`config.mk`:
```
export PLATFORM = sky130hd
export DESIGN_NAME = ctrl_pipe_unit
export DESIGN_NICKNAME = d
export VERILOG_FILES = /design/src/rtl/ctrl_pipe_unit.sv
export SDC_FILE = /design/constraint.sdc
export NUM_CORES = 1
export LEC_CHECK = 0
export CAP_MARGIN = 0
export CELL_PAD_IN_SITES_DETAIL_PLACEMENT = 0
export CELL_PAD_IN_SITES_GLOBAL_PLACEMENT = 1
export CORE_MARGIN = 3
export CORE_UTILIZATION = 32
export DETAILED_ROUTE_END_ITERATION = 10
export GPL_TIMING_DRIVEN = 0
export MAX_ROUTING_LAYER = met4
export PLACE_DENSITY = 0.85
export SLEW_MARGIN = 20
export SYNTH_ARGS = -nofsm -noshare
export SYNTH_HDL_FRONTEND = slang
export SYNTH_SLANG_ARGS = --single-unit
```
`constraint.sdc`:
```
create_clock -name clk -period 2.5 [get_ports clk]
set_clock_uncertainty 0.05 [all_clocks]
set_input_delay 0.375 -clock clk [delete_from_list [all_inputs] [get_ports clk]]
set_output_delay 0.375 -clock clk [all_outputs]
set_load 0.005 [all_outputs]
```
`src/rtl/ctrl_pipe_unit.sv`:
```
// ctrl_pipe_unit: decodes RV32I(+M) in ID and registers the control word into
// the ID/EX register. Handles the valid/ready handshake, load-use bubbles,
// multi-cycle divide occupancy, illegal-opcode pulses and branch flush.
module ctrl_pipe_unit #(
  parameter int ALUCTRL_WIDTH = 5,
  parameter bit ENABLE_M      = 1'b1,
  parameter int DIV_CYCLES    = 8
) (
  input  logic                     clk,
  input  logic                     rst_n,
  input  logic                     id_valid,
  input  logic [31:0]              id_instr,
  output logic                     id_ready,
  input  logic                     ex_ready,
  input  logic                     flush,
  output logic                     ex_valid,
  output logic                     ex_reg_write,
  output logic                     ex_mem_read,
  output logic                     ex_mem_write,
  output logic                     ex_branch,
  output logic [ALUCTRL_WIDTH-1:0] ex_alu_ctrl,
  output logic [1:0]               ex_pc_src,
  output logic [2:0]               ex_imm_src,
  output logic [4:0]               ex_rd,
  output logic [4:0]               ex_rs1,
  output logic [4:0]               ex_rs2,
  output logic                     ex_muldiv,
  output logic                     load_use_stall,
  output logic                     illegal
);

  localparam int CNT_W = (DIV_CYCLES > 1) ? $clog2(DIV_CYCLES) : 1;
  localparam logic [CNT_W-1:0] DIV_LOAD = CNT_W'(DIV_CYCLES - 1);

  localparam logic [6:0] OP_R      = 7'b0110011;
  localparam logic [6:0] OP_IALU   = 7'b0010011;
  localparam logic [6:0] OP_LOAD   = 7'b0000011;
  localparam logic [6:0] OP_STORE  = 7'b0100011;
  localparam logic [6:0] OP_BRANCH = 7'b1100011;
  localparam logic [6:0] OP_JAL    = 7'b1101111;
  localparam logic [6:0] OP_JALR   = 7'b1100111;
  localparam logic [6:0] OP_LUI    = 7'b0110111;
  localparam logic [6:0] OP_AUIPC  = 7'b0010111;

  typedef struct packed {
    logic       reg_write;
    logic       mem_read;
    logic       mem_write;
    logic       branch;
    logic [1:0] pc_src;
    logic [2:0] imm_src;
    logic [4:0] alu;
    logic       muldiv;
    logic [4:0] rd;
    logic [4:0] rs1;
    logic [4:0] rs2;
  } ex_fields_t;

  logic [6:0]  opcode_s;
  logic [2:0]  funct3_s;
  logic [6:0]  funct7_s;
  ex_fields_t  raw_fields_s;
  ex_fields_t  dec_fields_s;
  ex_fields_t  div_hold_s;
  logic        dec_illegal_s;
  logic        rs1_raw_s;
  logic        rs2_raw_s;
  logic        rs1_used_s;
  logic        rs2_used_s;
  logic        is_div_s;
  logic        div_busy_s;
  logic        load_use_s;
  logic        id_ready_s;
  logic        accept_s;
  logic [ALUCTRL_WIDTH-1:0] alu_ext_s;

  ex_fields_t       ex_fields_r;
  logic             ex_valid_r;
  logic             illegal_r;
  logic [CNT_W-1:0] div_cnt_r;

  assign opcode_s = id_instr[6:0];
  assign funct3_s = id_instr[14:12];
  assign funct7_s = id_instr[31:25];

  // Raw decode of the ID instruction into a control word and rs-usage flags.
  always_comb begin
    raw_fields_s     = '0;
    dec_illegal_s    = 1'b0;
    rs1_raw_s        = 1'b0;
    rs2_raw_s        = 1'b0;
    raw_fields_s.rd  = id_instr[11:7];
    raw_fields_s.rs1 = id_instr[19:15];
    raw_fields_s.rs2 = id_instr[24:20];
    case (opcode_s)
      OP_R: begin
        raw_fields_s.reg_write = 1'b1;
        raw_fields_s.alu       = {funct7_s[0], funct7_s[5], funct3_s};
        rs1_raw_s              = 1'b1;
        rs2_raw_s              = 1'b1;
        if (funct7_s == 7'b0000001) begin
          if (ENABLE_M) begin
            raw_fields_s.muldiv = 1'b1;
          end else begin
            dec_illegal_s = 1'b1;
          end
        end else begin
          raw_fields_s.muldiv = 1'b0;
        end
      end
      OP_IALU: begin
        raw_fields_s.reg_write = 1'b1;
        raw_fields_s.imm_src   = 3'b000;
        raw_fields_s.alu       = {1'b0, funct7_s[5] & (funct3_s == 3'b101), funct3_s};
        rs1_raw_s              = 1'b1;
      end
      OP_LOAD: begin
        raw_fields_s.reg_write = 1'b1;
        raw_fields_s.mem_read  = 1'b1;
        raw_fields_s.imm_src   = 3'b000;
        rs1_raw_s              = 1'b1;
      end
      OP_STORE: begin
        raw_fields_s.mem_write = 1'b1;
        raw_fields_s.imm_src   = 3'b001;
        rs1_raw_s              = 1'b1;
        rs2_raw_s              = 1'b1;
      end
      OP_BRANCH: begin
        raw_fields_s.branch  = 1'b1;
        raw_fields_s.imm_src = 3'b010;
        raw_fields_s.pc_src  = 2'b01;
        raw_fields_s.alu     = {2'b01, funct3_s};
        rs1_raw_s            = 1'b1;
        rs2_raw_s            = 1'b1;
      end
      OP_JAL: begin
        raw_fields_s.reg_write = 1'b1;
        raw_fields_s.imm_src   = 3'b011;
        raw_fields_s.pc_src    = 2'b01;
      end
      OP_JALR: begin
        raw_fields_s.reg_write = 1'b1;
        raw_fields_s.imm_src   = 3'b000;
        raw_fields_s.pc_src    = 2'b10;
        rs1_raw_s              = 1'b1;
      end
      OP_LUI, OP_AUIPC: begin
        raw_fields_s.reg_write = 1'b1;
        raw_fields_s.imm_src   = 3'b100;
      end
      default: begin
        dec_illegal_s = 1'b1;
      end
    endcase
  end

  // An undecodable instruction carries no control and no register dependency.
  assign dec_fields_s = dec_illegal_s ? ex_fields_t'('0) : raw_fields_s;
  assign rs1_used_s   = rs1_raw_s & ~dec_illegal_s;
  assign rs2_used_s   = rs2_raw_s & ~dec_illegal_s;
  assign is_div_s     = dec_fields_s.muldiv & funct3_s[2];

  // While a divide occupies EX its write enable and muldiv flag stay low so
  // the hold cycles look like bubbles; both are raised on release.
  always_comb begin
    div_hold_s           = dec_fields_s;
    div_hold_s.reg_write = 1'b0;
    div_hold_s.muldiv    = 1'b0;
  end

  assign div_busy_s = (div_cnt_r != '0);
  assign load_use_s = id_valid & ex_valid_r & ex_fields_r.mem_read & (ex_fields_r.rd != 5'd0)
                    & ((rs1_used_s & (ex_fields_r.rd == raw_fields_s.rs1))
                     | (rs2_used_s & (ex_fields_r.rd == raw_fields_s.rs2)));
  // During a flush ID is always acknowledged so upstream discards its slot.
  assign id_ready_s = flush | (~load_use_s & ~div_busy_s & (~ex_valid_r | ex_ready));
  assign accept_s   = id_valid & id_ready_s & ~flush;

  // ID/EX register update: flush, then accept, then divide release, then drain.
  always_ff @(posedge clk or negedge rst_n) begin
    if (!rst_n) begin
      ex_valid_r  <= 1'b0;
      ex_fields_r <= '0;
      div_cnt_r   <= '0;
      illegal_r   <= 1'b0;
    end else if (flush) begin
      ex_valid_r  <= 1'b0;
      ex_fields_r <= '0;
      div_cnt_r   <= '0;
      illegal_r   <= 1'b0;
    end else if (accept_s) begin
      illegal_r <= dec_illegal_s;
      if (dec_illegal_s) begin
        ex_valid_r  <= 1'b0;
        ex_fields_r <= '0;
      end else if (is_div_s) begin
        ex_valid_r  <= 1'b0;
        ex_fields_r <= div_hold_s;
        div_cnt_r   <= DIV_LOAD;
      end else begin
        ex_valid_r  <= 1'b1;
        ex_fields_r <= dec_fields_s;
      end
    end else begin
      illegal_r <= 1'b0;
      if (div_busy_s) begin
        div_cnt_r <= div_cnt_r - CNT_W'(1);
        if (div_cnt_r == CNT_W'(1)) begin
          ex_valid_r            <= 1'b1;
          ex_fields_r.reg_write <= 1'b1;
          ex_fields_r.muldiv    <= 1'b1;
        end
      end else if (ex_ready) begin
        ex_valid_r  <= 1'b0;
        ex_fields_r <= '0;
      end
    end
  end

  // Zero-extend the 5-bit ALU code to the configured output width.
  always_comb begin
    alu_ext_s      = '0;
    alu_ext_s[4:0] = ex_fields_r.alu;
  end

  assign id_ready       = id_ready_s;
  assign load_use_stall = load_use_s;
  assign ex_valid       = ex_valid_r;
  assign ex_reg_write   = ex_fields_r.reg_write;
  assign ex_mem_read    = ex_fields_r.mem_read;
  assign ex_mem_write   = ex_fields_r.mem_write;
  assign ex_branch      = ex_fields_r.branch;
  assign ex_alu_ctrl    = alu_ext_s;
  assign ex_pc_src      = ex_fields_r.pc_src;
  assign ex_imm_src     = ex_fields_r.imm_src;
  assign ex_rd          = ex_fields_r.rd;
  assign ex_rs1         = ex_fields_r.rs1;
  assign ex_rs2         = ex_fields_r.rs2;
  assign ex_muldiv      = ex_fields_r.muldiv;
  assign illegal        = illegal_r;

endmodule
```
==> run_results.csv, run 1 <==
group,metric,value,unit
critical_path,critPathArrivalTime,2.07,ns
critical_path,endpoint_kind,"output port",
timing,worst_pin_slew,0.494,ns
placed_design,placed_cells,366,
power,power.total,1.73,mW
routing,postRouteAntennaNets,0,
clock_tree,htree_levels,2,
floorplan,start_util,34.3,%
clock_tree,cts_tree,"yes",
global_route,antenna_found_initial,0,
critical_path,timing.rr.end,"ex_imm_src[0]",
routing,drt-total-wl,6030,um
hold_path,min_path_type,"in2reg",
floorplan,pin_count,71,
logic_synthesis,postSynthCellCount,226,
timing,grt_setup_unrepaired,"yes",
logic_synthesis,seq_area_frac_synth,44.4,%
cells_and_area,syn_to_final_growth,50.9,%
placed_design,port-buffer-count,67,
logic_synthesis,synth.area.top_cells,"dfrtp_1 (44%), o21ai_0 (7.1%), nand2_1 (6.9%), nand3_1 (5.3%), xor2_1 (3.6%)",
run_status,status,"finished clean",
floorplan,die_h,84.5,um
logic_synthesis,synthDominantCellAreaShare,44.4,%
power,swShare,33.2,%
logic_synthesis,synthFlopType,"dfrtp_1",
floorplan,die_w,84.5,um
timing,slew_violations,0,
placed_design,dp_hpwl,4390,um
timing,setup_viol,0,
global_route,grt_pass1_vias,2085,
cells_and_area,instances_no_fill,385,
critical_path,start_kind,"input pin",
logic_synthesis,yosys.area.top_type,"dfrtp_1",
cells_and_area,final_util,51.8,%
logic_synthesis,synth-seq-cells,35,
routing,via_per_inst,5.21,
timing,whs,0.355,ns
timing,max_freq,401,MHz
clock_tree,clk_pin_slew_worst_paths,0.08,ns
logic_synthesis,ys_warn_count,0,
cells_and_area,layout-drive-gt1-share,14.7,%
power,p_clk_share,30.4,%
floorplan,die-area,0.00714,sq mm
power,p_comb_share,31.6,%
cells_and_area,final_nets,352,
critical_path,worst-r2r-cell-count,6,
critical_path,crit_type,"in2out",
logic_synthesis,synth_nets,266,
power,p_int,1.15,mW
cells_and_area,final_common_cell,"clkdlybuf4s50_1",
power,net-switching-power,0.574,mW
global_route,grt_max_degree,24,
placed_design,routabilityCongestion,0.852,
critical_path,path_max_fanout,5,
logic_synthesis,synth_edf_count,0,
critical_path,ff2ff_setup_slack,0.24,ns
floorplan,coreArea,0.00574,sq mm
routing,drtPass1Iterations,4,
timing,fin_crit,2.50,ns
critical_path,crit_path_frequent_cell,"buf_6",
critical_path,r2r-start,"div_cnt_r[0]",
timing,finalHoldViolCount,0,
global_route,grt_use_total,18.3,%
hold_path,hp-start,"id_instr[2]",
floorplan,row_count,27,
logic_synthesis,async_flop_share,100,%
global_route,gr-total-overflow,0,
critical_path,crit_chain,"clkdlybuf4s50_1 -> nand2_1 -> nor2_4 -> o211ai_1 -> a211oi_4 -> buf_6 -> buf_6 -> o21bai_1 -> buf_2",
logic_synthesis,synth_cell_type_count,48,
timing,slew_headroom,67.1,%
routing,dr.first_iter.drc_count,84,
power,p_leak,1.26,nW
clock_tree,cts.path.max_buffers,2,
global_route,grt_pass1_wl,10300,um
cells_and_area,layout_common_cells,"clkdlybuf4s50_1 (57), nand2_1 (36), dfrtp_1 (32), o21ai_0 (28), nand3_1 (21)",
timing,setup_slack,0.00362,ns
logic_synthesis,synth_area,0.00197,sq mm
clock_tree,clockRootBuffer,"clkbuf_8",
critical_path,worst-endpoint-required,2.08,ns
hold_path,holdPathStages,3,
logic_synthesis,avgSynthCellArea,8.73,sq um
clock_tree,insertion_delay,0.30,ns
power,ir_drop,317,uV
cells_and_area,diodes,0,
routing,drc_errors,0,
routing,vias,2005,
hold_path,hold_end,"ex_imm_src[2]",
power,p_per_area,581,mW/mm^2
critical_path,cpMaxStageDelayCell,"clkdlybuf4s50_1",
routing,wire_per_inst,15.7,um
critical_path,critPathMaxStageDelay,0.50,ns
run,max_cap_violations,0,
clock_tree,cts_buffers,5,
placed_design,post-place-ws,-0.816,ns
timing,min_period_over_period,99.9,%
clock_tree,cts_sinks,35,
power,p_seq_share,38.0,%
==> registers in the layout (all words and copies together) (netlist names) <==
signal / count
ex_pc_src: 2
ex_muldiv: 1
ex_rd: 5
ex_mem_read: 1
ex_reg_write: 1
ex_rs1: 5
div_cnt_r: 3
ex_valid: 1
ex_mem_write: 1
illegal: 1
ex_rs2: 5
ex_imm_src: 3
ex_alu_ctrl: 5
ex_branch: 1
==> metrics by stage <==
stage,setup TNS [ns],instance area [sq um]
floorplan,0,1970
CTS,-0.0103,2940
global route,-0.108,2980
detailed placement,-5.27,2760
finish,0,2980
global placement,-5.85,2730
==> power by group through the flow <==
stage | clock network, mW | logic, mW | registers [mW]
2_1_floorplan | 0 | 0.312 | 0.660
3_3_place_gp | 0 | 0.532 | 0.667
3_5_place_dp | 0 | 0.542 | 0.668
4_1_cts | 0.537 | 0.540 | 0.656
5_1_grt | 0.560 | 0.612 | 0.664
6_report | 0.526 | 0.546 | 0.656
==> area by class of cell <==
type,instances,area [sq um]
clock buffer,5,68.8
fill,571,2770
sequential,35,880
inverter,5,18.8
buffer,13,80.1
tap,72,90.1
clock inverter,3,43.8
timing repair buffer,79,772
multi-input combinational,173,1020
==> routing by layer <==
metal / share of wire, % / wire length (um) / vias up / global-route usage (%)
met2: 48 / 2900 / 64 / 28.9
met1: 45 / 2720 / 967 / 23.7
met3: 5.8 / 347 / 7 / 4.81
met4: 1.0 / 61 / 0 / 4.03
met5: 0 / 0 / - / -
li1: - / - / 967 / -
==> Yosys cell counts (2+ instances only) <==
library cell	n
clkbuf_1	7
xnor2_1	2
o21ai_1	5
o21ai_0	28
dfrtp_1	35
o22ai_1	2
a21oi_1	6
ha_1	3
nor2b_1	4
xor2_1	8
a2bb2oi_1	2
nand3_1	21
nor2_1	13
nor3_1	3
nand2b_1	4
nand4_1	6
inv_1	5
or4_1	3
buf_6	3
or3_1	3
nand2_1	36
==> timing repair <==
item,in CTS,in global routing
endpoints found under the setup margin,2,22
pin swaps,9,2
gates resized for setup,23,8
buffers inserted,8,2
endpoints found under the hold margin,12,0
hold buffers,1,0
==> critical path, delay by kind of cell <==
family / cells / cell delay [ns]
buffers and inverters: 4 / 0.86
AOI/OAI and AO/OA: 3 / 0.52
and+or+nand+nor: 2 / 0.32
==> kinds of logic (layout without fill, tap and decap cells) <==
group                    Yosys count  count (layout)  share of synthesized area [%]
AND/OR/NAND/NOR                  103             103                           26.5
AO/OA/AOI/OAI                     56              56                           17.3
flip-flops                        35              35                           44.4
buffers and inverters             18             105                           4.89
XOR/XNOR                          10              10                           4.44
adder cells (fa/ha/maj)            3               3                           1.90
multiplexers                       1               1                          0.508
==> worst max-delay path by stage <==
stage | depth (start not counted) | to | slack (ns) | from
6_report | 9 | id_ready | 0.004 | id_instr[0]
2_1_floorplan | 6 | id_ready | 0.40 | ex_rd[0]
5_1_grt | 8 | id_ready | -0.10 | ex_rd[3]
3_3_place_gp | 9 | id_ready | -0.84 | id_instr[5]
3_5_place_dp | 9 | id_ready | -0.82 | id_instr[5]
4_1_cts | 8 | id_ready | -0.01 | ex_rd[3]
Power figures use the tool's default switching activity.
==> inputs of run 2 (changes only) <==
--- a/config.mk
+++ b/config.mk
@@ -5,6 +5,7 @@
 export SDC_FILE = /design/constraint.sdc
 export NUM_CORES = 1
 export LEC_CHECK = 0
+export ABC_AREA = 0
 export CAP_MARGIN = 0
 export CELL_PAD_IN_SITES_DETAIL_PLACEMENT = 0
 export CELL_PAD_IN_SITES_GLOBAL_PLACEMENT = 1
@@ -18,3 +19,4 @@
 export SYNTH_ARGS = -nofsm -noshare
 export SYNTH_HDL_FRONTEND = slang
 export SYNTH_SLANG_ARGS = --single-unit
+export TNS_END_PERCENT = 5
==> run_results.csv, run 2 (synthesized netlist as in run 1, its figures left out) <==
group,metric,value,unit
global_route,grt_use_total,18.3,%
timing,fin_crit,2.49,ns
timing,max_freq,401,MHz
power,ir_drop,316,uV
floorplan,row_count,27,
clock_tree,cts_tree,"yes",
routing,drtPass1Iterations,4,
routing,postRouteAntennaNets,0,
critical_path,start_kind,"input pin",
power,p_per_area,581,mW/mm^2
critical_path,crit_buf_inv,4,
timing,slew_violations,0,
timing,min_period_over_period,99.7,%
global_route,grt_pass1_vias,2085,
global_route,grtUsageMet3,4.81,%
run_status,status,"finished clean",
routing,dr.first_iter.drc_count,115,
timing,setup_viol,0,
timing,finalHoldViolCount,0,
clock_tree,clk_pin_slew_worst_paths,0.07,ns
hold_path,min_path_type,"in2reg",
clock_tree,clockRootBuffer,"clkbuf_8",
timing,setup_slack,0.00704,ns
critical_path,crit_path_frequent_cell,"buf_6",
cells_and_area,final_common_cell,"clkdlybuf4s50_1",
routing,via_per_inst,5.20,
global_route,top_usage_layer,"met2",
critical_path,crit_cells,9,
floorplan,pin_count,71,
clock_tree,cts_buffers,5,
cells_and_area,diodes,0,
floorplan,die_w,84.5,um
cells_and_area,final_nets,351,
clock_tree,cts.path.max_buffers,2,
critical_path,cpMaxStageDelayCell,"clkdlybuf4s50_1",
routing,vias,1996,
critical_path,critPathMaxStageDelay,0.50,ns
critical_path,ff2ff_setup_slack,0.24,ns
placed_design,placed_cells,366,
cells_and_area,syn_to_final_growth,50.3,%
timing,worst_pin_slew,0.494,ns
cells_and_area,instances_no_fill,384,
placed_design,port-buffer-count,67,
critical_path,path_max_fanout,5,
floorplan,die_h,84.5,um
critical_path,crit_family,"buffers and inverters",
critical_path,crit_type,"in2out",
placed_design,dp_hpwl,4390,um
floorplan,start_util,34.3,%
critical_path,worst-r2r-cell-count,6,
clock_tree,insertion_delay,0.30,ns
critical_path,endpoint_kind,"output port",
timing,slew_headroom,67.1,%
cells_and_area,layout-drive-gt1-share,14.1,%
routing,drt-total-wl,5990,um
floorplan,coreArea,0.00574,sq mm
global_route,grt_pass1_wl,10300,um
global_route,grtUsageMet1,23.7,%
clock_tree,htree_levels,2,
placed_design,routabilityCongestion,0.852,
critical_path,crit_chain,"clkdlybuf4s50_1 -> nand2_1 -> nor2_4 -> o211ai_1 -> a211oi_4 -> buf_6 -> buf_6 -> o21bai_1 -> buf_2",
routing,drc_errors,0,
hold_path,holdPathStages,3,
floorplan,die-area,0.00714,sq mm
global_route,antenna_found_initial,0,
clock_tree,cts_sinks,35,
global_route,grt_max_degree,24,
critical_path,critPathArrivalTime,2.07,ns
critical_path,worst-endpoint-required,2.08,ns
global_route,gr-total-overflow,0,
cells_and_area,final_util,51.6,%
global_route,use_met2,28.9,%
placed_design,post-place-ws,-0.816,ns
cells_and_area,layout_common_cells,"clkdlybuf4s50_1 (57), nand2_1 (36), dfrtp_1 (32), o21ai_0 (28), nand3_1 (21)",
routing,wire_per_inst,15.6,um
timing,grt_setup_unrepaired,"yes",
power,p_leak,1.25,nW
run,max_cap_violations,0,
run 2: changes by cell type in the layout (fill, tap and decap cells not counted), sizes merged:
| cell | change |
|---|---|
| buf | -1 |
run 2: power by group:
part           switching, mW  leakage (nW)  internal (mW)
logic                  0.302         0.710          0.242
registers             0.0429         0.479          0.613
clock network          0.225        0.0581          0.297
run 2: final timing paths:
kind	startpoint	to
worst min-delay path	id_instr[2]	ex_imm_src[2]
worst max-delay path	id_instr[0]	id_ready
min in group asynchronous	rst_n	ex_rs1[4]
worst max register to register	div_cnt_r[0]	ex_imm_src[0]
worst min register to register	ex_mem_write	ex_mem_write
max in group asynchronous	rst_n	ex_rd[0]
run 2: worst reg2reg max path, delay by kind of cell, from the launching register on:
| kind | cells | cell delay (ns) |
|---|---|---|
| compound gates | 1 | 0.13 |
| fa+ha+maj | 1 | 0.25 |
| buf+inv | 1 | 0.09 |
| simple gates | 3 | 1.25 |
| flops | 1 | 0.42 |
run 2: area by class of cell:
cell class / count / area [sq um]
clock inverter: 3 / 43.8
clock buffer: 5 / 68.8
tap: 72 / 90.1
multi-input combinational: 173 / 1020
buffer: 13 / 78.8
inverter: 5 / 18.8
timing repair buffer: 78 / 761
sequential: 35 / 880
fill: 575 / 2780
run 2: per-stage QoR:
stage / cell area, sq um / hold slack [ns] / TNS [ns] / power [mW]
finish: 2960 / 0.357 / 0 / 1.72
global route: 2960 / 0.360 / -0.174 / 1.84
CTS: 2940 / 0.340 / -0.0103 / 1.73
detailed placement: 2760 / 0.249 / -5.27 / 1.21
global placement: 2730 / 0.414 / -5.85 / 1.20
floorplan: 1970 / 0.0294 / 0 / 0.972
run 2: repair_timing:
action	in CTS	in global routing
hold endpoints to repair	12	0
endpoints found under the setup margin	2	22
gates resized for setup	23	6
hold buffers	1	0
pin swaps	9	2
setup buffers	8	1
gates cloned	0	0
run 2: per-layer routing:
| layer | routed length, um | vias up | share of wire, % |
|---|---|---|---|
| li1 | - | 965 | - |
| met1 | 2710 | 956 | 45 |
| met2 | 2850 | 67 | 47 |
| met3 | 359 | 8 | 6.0 |
| met4 | 78 | 0 | 1.3 |
| met5 | 0 | - | 0 |
